[config.mk]
export PLATFORM = sky130hd
export DESIGN_NAME = alu_cmd_controller_flat
export DESIGN_NICKNAME = d
export VERILOG_FILES = /design/src/rtl/alu_cmd_pkg.sv /design/src/rtl/alu_cmd_controller_if.sv /design/src/rtl/alu_cmd_controller_divider.sv /design/src/rtl/alu_cmd_controller.sv /design/src/flat_wrapper.sv
export SDC_FILE = /design/constraint.sdc
export NUM_CORES = 1
export LEC_CHECK = 0
export ABC_AREA = 1
export CORE_UTILIZATION = 30
export DETAILED_ROUTE_END_ITERATION = 7
export PLACE_DENSITY = 0.68
export SYNTH_ARGS = -nofsm -noshare
export SYNTH_HDL_FRONTEND = slang
export SYNTH_SLANG_ARGS = --single-unit
[constraint.sdc]
create_clock -name clk -period 1.4 [get_ports clk]
set_input_delay 0.28 -clock clk [delete_from_list [all_inputs] [get_ports clk]]
set_output_delay 0.28 -clock clk [all_outputs]
set_load 0.05 [all_outputs]
[src/rtl/alu_cmd_pkg.sv]
// Shared definitions for the ALU command controller: op codes, FSM states, flag bit positions.
// ALU_CMD_DIV_EN adds the DIV state used by the built-in restoring divider.
package alu_cmd_pkg;

  localparam logic [3:0] OP_ADD  = 4'd0;
  localparam logic [3:0] OP_SUB  = 4'd1;
  localparam logic [3:0] OP_AND  = 4'd2;
  localparam logic [3:0] OP_OR   = 4'd3;
  localparam logic [3:0] OP_XOR  = 4'd4;
  localparam logic [3:0] OP_LSR  = 4'd5;
  localparam logic [3:0] OP_LSL  = 4'd6;
  localparam logic [3:0] OP_MOD  = 4'd7;
  localparam logic [3:0] OP_PASS = 4'd8;
  localparam logic [3:0] OP_DIV  = 4'd9;
  localparam logic [3:0] OP_LAST = OP_DIV;

  localparam int FLG_N = 3;
  localparam int FLG_Z = 2;
  localparam int FLG_C = 1;
  localparam int FLG_V = 0;

  typedef enum logic [1:0] {
    ST_IDLE = 2'd0,
    ST_EXEC = 2'd1,
    ST_RESP = 2'd2
`ifdef ALU_CMD_DIV_EN
    , ST_DIV = 2'd3
`endif
  } state_t;

  function automatic logic is_div_op(input logic [3:0] op);
    return (op == OP_MOD) || (op == OP_DIV);
  endfunction

  function automatic logic is_legal_op(input logic [3:0] op);
    return op <= OP_LAST;
  endfunction

endpackage

[src/rtl/alu_cmd_controller_if.sv]
// Command/response valid-ready channel between a requester and alu_cmd_controller.
interface alu_cmd_controller_if #(
  parameter int N = 4
);
  logic         cmd_valid;
  logic         cmd_ready;
  logic [N-1:0] cmd_a;
  logic [N-1:0] cmd_b;
  logic [3:0]   cmd_op;
  logic         cmd_setflags;
  logic         rsp_valid;
  logic         rsp_ready;
  logic [N-1:0] rsp_result;
  logic         rsp_err;

  modport master (
    output cmd_valid, cmd_a, cmd_b, cmd_op, cmd_setflags, rsp_ready,
    input  cmd_ready, rsp_valid, rsp_result, rsp_err
  );

  modport slave (
    input  cmd_valid, cmd_a, cmd_b, cmd_op, cmd_setflags, rsp_ready,
    output cmd_ready, rsp_valid, rsp_result, rsp_err
  );
endinterface

[src/rtl/alu_cmd_controller_divider.sv]
// Sequential restoring divider: one quotient bit per cycle, done pulses N cycles after start.
// Divide by zero falls out naturally as quotient all-ones, remainder = dividend.
module seq_restoring_divider #(
  parameter int N = 4
) (
  input  logic         clk,
  input  logic         rst_n,
  input  logic         start,
  input  logic [N-1:0] dividend,
  input  logic [N-1:0] divisor,
  output logic         busy,
  output logic         done,
  output logic [N-1:0] quotient,
  output logic [N-1:0] remainder
);
  localparam int CW = $clog2(N + 1);

  logic [N-1:0]  dsr;
  logic [CW-1:0] cnt;
  logic [N:0]    trial;

  // Shift the next dividend bit into the partial remainder and try a subtract.
  assign trial = {remainder, quotient[N-1]} - {1'b0, dsr};

  always_ff @(posedge clk or negedge rst_n) begin
    if (!rst_n) begin
      busy      <= 1'b0;
      done      <= 1'b0;
      quotient  <= '0;
      remainder <= '0;
      dsr       <= '0;
      cnt       <= '0;
    end else begin
      done <= 1'b0;
      if (start) begin
        remainder <= '0;
        quotient  <= dividend;
        dsr       <= divisor;
        cnt       <= CW'(N);
        busy      <= 1'b1;
      end else if (busy) begin
        remainder <= trial[N] ? {remainder[N-2:0], quotient[N-1]} : trial[N-1:0];
        quotient  <= {quotient[N-2:0], ~trial[N]};
        cnt       <= cnt - CW'(1);
        if (cnt == CW'(1)) begin
          busy <= 1'b0;
          done <= 1'b1;
        end
      end
    end
  end
endmodule

[src/rtl/alu_cmd_controller.sv]
// Valid/ready command front-end driving a combinational ALU through registered ports.
// ALU_CMD_DIV_EN routes ops 7/9 to an internal restoring divider instead of the ALU.
//
// state   | meaning
// IDLE    | ready for a command, ALU ports hold last operands
// EXEC    | ALU evaluating registered operands, result captured at cycle end
// DIV     | internal divider iterating (ALU_CMD_DIV_EN only)
// RESP    | response presented until rsp_ready
module alu_cmd_controller
  import alu_cmd_pkg::*;
#(
  parameter int N = 4
) (
  input  logic                 clk,
  input  logic                 rst_n,
  alu_cmd_controller_if.slave  bus,
  output logic [3:0]           flags_nzcv,
  output logic [N-1:0]         alu_a,
  output logic [N-1:0]         alu_b,
  output logic [3:0]           alu_control,
  input  logic [N-1:0]         alu_result,
  input  logic                 alu_v,
  input  logic                 alu_c,
  input  logic                 alu_n,
  input  logic                 alu_z
);
  state_t state;
  logic   setflags_q;
  logic   cmd_fire;

  assign cmd_fire = (state == ST_IDLE) && bus.cmd_valid && bus.cmd_ready;

`ifdef ALU_CMD_DIV_EN
  logic         div_start;
  logic         div_busy;
  logic         div_done;
  logic [N-1:0] div_quo;
  logic [N-1:0] div_rem;
  logic [N-1:0] div_res;

  assign div_start = cmd_fire && is_div_op(bus.cmd_op);
  assign div_res   = (alu_control == OP_DIV) ? div_quo : div_rem;

  seq_restoring_divider #(.N(N)) u_div (
    .clk       (clk),
    .rst_n     (rst_n),
    .start     (div_start),
    .dividend  (bus.cmd_a),
    .divisor   (bus.cmd_b),
    .busy      (div_busy),
    .done      (div_done),
    .quotient  (div_quo),
    .remainder (div_rem)
  );
`endif

  always_ff @(posedge clk or negedge rst_n) begin
    if (!rst_n) begin
      state          <= ST_IDLE;
      bus.cmd_ready  <= 1'b0;
      bus.rsp_valid  <= 1'b0;
      bus.rsp_result <= '0;
      bus.rsp_err    <= 1'b0;
      flags_nzcv     <= '0;
      alu_a          <= '0;
      alu_b          <= '0;
      alu_control    <= '0;
      setflags_q     <= 1'b0;
    end else begin
      case (state)
        ST_IDLE: begin
          bus.cmd_ready <= 1'b1;
          if (cmd_fire) begin
            bus.cmd_ready <= 1'b0;
            alu_a         <= bus.cmd_a;
            alu_b         <= bus.cmd_b;
            alu_control   <= bus.cmd_op;
            setflags_q    <= bus.cmd_setflags;
            if (!is_legal_op(bus.cmd_op)) begin
              bus.rsp_result <= '0;
              bus.rsp_err    <= 1'b1;
              bus.rsp_valid  <= 1'b1;
              state          <= ST_RESP;
            end
`ifdef ALU_CMD_DIV_EN
            else if (is_div_op(bus.cmd_op)) begin
              state <= ST_DIV;
            end
`endif
            else begin
              state <= ST_EXEC;
            end
          end
        end

        ST_EXEC: begin
          bus.rsp_result <= alu_result;
          bus.rsp_err    <= is_div_op(alu_control) && (alu_b == '0);
          bus.rsp_valid  <= 1'b1;
          if (setflags_q) begin
            flags_nzcv[FLG_N] <= alu_n;
            flags_nzcv[FLG_Z] <= alu_z;
            flags_nzcv[FLG_C] <= alu_c;
            flags_nzcv[FLG_V] <= alu_v;
          end
          state <= ST_RESP;
        end

`ifdef ALU_CMD_DIV_EN
        ST_DIV: begin
          if (div_done && !div_busy) begin
            bus.rsp_result <= div_res;
            bus.rsp_err    <= (alu_b == '0);
            bus.rsp_valid  <= 1'b1;
            // Divider flags are produced locally; carry and overflow are meaningless here.
            if (setflags_q) begin
              flags_nzcv[FLG_N] <= div_res[N-1];
              flags_nzcv[FLG_Z] <= (div_res == '0);
              flags_nzcv[FLG_C] <= 1'b0;
              flags_nzcv[FLG_V] <= 1'b0;
            end
            state <= ST_RESP;
          end
        end
`endif

        ST_RESP: begin
          if (bus.rsp_ready) begin
            bus.rsp_valid <= 1'b0;
            bus.cmd_ready <= 1'b1;
            state         <= ST_IDLE;
          end
        end

        default: begin
          bus.cmd_ready <= 1'b0;
          bus.rsp_valid <= 1'b0;
          state         <= ST_IDLE;
        end
      endcase
    end
  end
endmodule
[src/flat_wrapper.sv]
// flat-port wrapper written by rule: the top's interface ports become plain ports
module alu_cmd_controller_flat import alu_cmd_pkg::*;
#(
  parameter int N = 4
)
  (clk, rst_n, flags_nzcv, alu_a, alu_b, alu_control, alu_result, alu_v, alu_c, alu_n, alu_z, bus_cmd_valid, bus_cmd_a, bus_cmd_b, bus_cmd_op, bus_cmd_setflags, bus_rsp_ready, bus_cmd_ready, bus_rsp_valid, bus_rsp_result, bus_rsp_err);
  alu_cmd_controller_if #(.N(N)) bus_i ();
  input  logic clk;
  input  logic rst_n;
  output logic [3:0] flags_nzcv;
  output logic [N-1:0] alu_a;
  output logic [N-1:0] alu_b;
  output logic [3:0] alu_control;
  input  logic [N-1:0] alu_result;
  input  logic alu_v;
  input  logic alu_c;
  input  logic alu_n;
  input  logic alu_z;
  input wire logic [$bits(bus_i.cmd_valid)-1:0] bus_cmd_valid;
  input wire logic [$bits(bus_i.cmd_a)-1:0] bus_cmd_a;
  input wire logic [$bits(bus_i.cmd_b)-1:0] bus_cmd_b;
  input wire logic [$bits(bus_i.cmd_op)-1:0] bus_cmd_op;
  input wire logic [$bits(bus_i.cmd_setflags)-1:0] bus_cmd_setflags;
  input wire logic [$bits(bus_i.rsp_ready)-1:0] bus_rsp_ready;
  output wire logic [$bits(bus_i.cmd_ready)-1:0] bus_cmd_ready;
  output wire logic [$bits(bus_i.rsp_valid)-1:0] bus_rsp_valid;
  output wire logic [$bits(bus_i.rsp_result)-1:0] bus_rsp_result;
  output wire logic [$bits(bus_i.rsp_err)-1:0] bus_rsp_err;
  assign bus_i.cmd_valid = bus_cmd_valid;
  assign bus_i.cmd_a = bus_cmd_a;
  assign bus_i.cmd_b = bus_cmd_b;
  assign bus_i.cmd_op = bus_cmd_op;
  assign bus_i.cmd_setflags = bus_cmd_setflags;
  assign bus_i.rsp_ready = bus_rsp_ready;
  assign bus_cmd_ready = bus_i.cmd_ready;
  assign bus_rsp_valid = bus_i.rsp_valid;
  assign bus_rsp_result = bus_i.rsp_result;
  assign bus_rsp_err = bus_i.rsp_err;
  alu_cmd_controller #(.N(N)) u_core (.clk(clk), .rst_n(rst_n), .bus(bus_i), .flags_nzcv(flags_nzcv), .alu_a(alu_a), .alu_b(alu_b), .alu_control(alu_control), .alu_result(alu_result), .alu_v(alu_v), .alu_c(alu_c), .alu_n(alu_n), .alu_z(alu_z));
endmodule
==> flow_metrics.py <==
metrics = {
    "status": {
        "status": "complete, no violations",
    },
    "sta": {
        "finClkSkew_ns": 0.00134,
        "max_freq_mhz": 832,
        "setup_viol_count_final": 0,
        "fin_ws_ns": 0.198,
        "timing.setup.tns_ns": 0,
        "min_period_ns": 1.20,
        "finalHoldViolCount": 0,
        "finalMaxSlewViolations": 0,
        "whs_ns": 0.369,
        "slew_headroom_pct": 78.2,
        "grt_setup_unrepaired": "no",
        "worst-slew-pin-transition_ns": 0.327,
        "fin_crit_sh_pct": 85.9,
    },
    "logic_synthesis": {
        "synth-edff-count": 0,
        "async_flop_share_pct": 100,
        "ys_ff_latch": 26,
        "yosysMostFrequentCell": "nand2_1",
        "ys_warn_count": 0,
        "yosysUniqueCellTypes": 16,
        "synthTopCellsByArea": "dfrtp_1 56%, nand2_1 14%, inv_1 6.1%",
        "yosysTopAreaCellShare_pct": 55.7,
        "syn-num-nets": 157,
        "synth.yosys.seq_area_share_pct": 55.7,
        "synthTopCellsByCount": "45 x nand2_1, 26 x dfrtp_1, 19 x inv_1, 10 x nor2_1, 7 x nand3_1",
        "netlist_area_um2": 1170,
        "syn_inst": 132,
        "syn-mean-instance-area_um2": 8.85,
        "netlist.top_cell.by_area": "dfrtp_1",
        "ys.flop_type": "dfrtp_1",
    },
    "layout": {
        "nNetsFinal": 210,
        "diodes": 0,
        "synthToLayoutAreaGrowth_pct": 69.7,
        "fin_area_um2": 1980,
        "drive_above_1_share_pct": 24.6,
    },
    "floorplanning": {
        "fp.dieH_um": 64.4,
        "die_x_um": 64.4,
        "dieArea_um2": 4150,
        "rows": 22,
        "core-area_um2": 3690,
        "initial_core_util_pct": 31.7,
        "pin_count": 48,
    },
    "setup_path": {
        "crit_type": "flop to output port",
        "path_cells": "buf_12",
        "cp_slowest_cell": "dfrtp_1",
        "required_ns": 1.12,
        "cp_max_fo": 4,
        "critPathArrivalTime_ns": 0.92,
        "crit_buf_inv": 1,
        "max_stage_delay_ns": 0.49,
        "start_kind": "flop",
        "cp-end-kind": "output port",
        "critPathTopFamily": "flip-flops",
    },
    "cts": {
        "cts_sinks": 26,
        "post_cts_resized": 0,
        "ctsHoldBuffers": 0,
        "cts_tree": "done",
        "root_buffer": "clkbuf_8",
        "cts_inserted_buffers": 3,
        "post-cts-setup-buffers": 0,
        "max-clock-path-buffers": 2,
        "worstSkewPairLatency_ns": 0.26,
        "path_clk_slew_ns": 0.08,
        "h-tree-depth": 1,
    },
    "job": {
        "max_cap_violations": 0,
    },
    "placed_design": {
        "dp_hpwl_um": 1840,
        "portBuffers": 47,
        "place_congestion": 0.765,
        "placed_cell_area_um2": 1940,
        "place_ws_ns": -0.0418,
    },
    "power_and_ir_drop": {
        "p_int_mw": 2.89,
        "power_leakage_nw": 0.975,
        "power_mw": 5.36,
        "clockPowerShare_pct": 7.7,
        "seq_power_share_pct": 29.0,
        "sw_frac_of_total_pct": 46.0,
        "powerDensity_nw_per_um2": 2700,
        "comb_power_share_pct": 63.3,
        "ir_drop_v": 0.00138,
        "power.switching_mw": 2.47,
    },
    "global_routing": {
        "grt_overflow": 0,
        "grt_antenna_before_repair": 0,
        "grt_max_degree": 27,
        "grtUsageTotal_pct": 13.0,
        "grt_pass1_vias": 941,
        "grt_pass1_wl_um": 4170,
    },
    "worst_hold_path": {
        "min_path_type": "primary input to asynchronous set/reset pin",
    },
    "routing": {
        "wirelength_um": 2390,
        "wl_per_cell_um": 10.3,
        "vias": 979,
        "ant_nets": 0,
        "drt-pass1-iter-count": 4,
        "drc": 0,
        "vias_per_cell": 4.24,
        "drt_iter0_markers": 58,
    },
}
## worst register-to-register path, stage by stage, from the launching register on
cell and delay (ns):
dfrtp_1 0.47, nand2_1 0.13, nor2_1 0.07, a21oi_2 0.28, nand2_1 0.09, nand2_1 0.06
## state kept, by name, summed over array words and instances (netlist names)
name                   cells
u_core.bus.rsp_result      4
u_core.bus.rsp_err         1
u_core.bus.cmd_ready       1
u_core.alu_control         4
u_core.alu_a               4
u_core.bus.rsp_valid       1
u_core.state               2
u_core.setflags_q          1
u_core.flags_nzcv          4
u_core.alu_b               4
## layout by cell type, fill, tap and decap left out, drive strengths merged
cell           count
inv               19
nor2              12
nand2             46
nand3b             1
clkdlybuf4s50     24
buf               27
a21oi              5
nand3              8
o21ai             12
clkbuf             3
dfrtp             26
## per-layer routing
metal	up-vias	track usage, %	routed length [um]
met5	-	0	0
met4	0	4.44	26
met3	2	3.87	144
met2	31	21.8	1210
met1	441	15.6	1000
li1	505	-	-
## layout make-up
cell class / count / area (um^2)
fill: 353 / 1710
timing repair buffer: 51 / 743
sequential: 26 / 651
multi-input combinational: 84 / 417
inverter: 19 / 71.3
tap: 48 / 60.1
clock buffer: 3 / 41.3
## path summary, 6_finish.rpt
path,startpoint,depth (start not counted),endpoint,slack [ns]
worst max-delay path,u_core.bus.cmd_ready,1,bus_cmd_ready,0.20
worst min-delay path,rst_n,2,u_core.alu_b[1],0.37
worst max register to register,u_core.bus.cmd_ready,5,u_core.bus.rsp_result[0],0.24
worst min register to register,u_core.bus.rsp_valid,2,u_core.bus.rsp_valid,0.54
max in group asynchronous,rst_n,2,u_core.flags_nzcv[1],0.78
min in group clk,u_core.bus.rsp_valid,2,u_core.bus.rsp_valid,0.54
## power groups by stage
| stage | Combinational (mW) | Clock [mW] | Sequential, mW |
|---|---|---|---|
| after floorplan | 0.828 | 0 | 2.44 |
| after global placement | 3.38 | 0 | 1.57 |
| after detailed placement | 3.43 | 0 | 1.57 |
| after CTS | 3.43 | 0.431 | 1.56 |
| after global routing | 3.60 | 0.469 | 1.61 |
| final | 3.40 | 0.410 | 1.56 |
## metrics by stage
stage	cells	utilization (%)
6_report	231	53.8
5_1_grt	231	53.8
4_1_cts	231	53.8
3_5_place_dp	228	52.6
3_3_place_gp	228	52.6
2_1_floorplan	132	-
## cell families after synthesis
| group | synth area share, % |
|---|---|
| AND/OR/NAND/NOR | 24.8 |
| AO/OA/AOI/OAI | 10.8 |
| flip-flops | 55.7 |
| buffers and inverters | 8.67 |
Power figures use the tool's default switching activity.
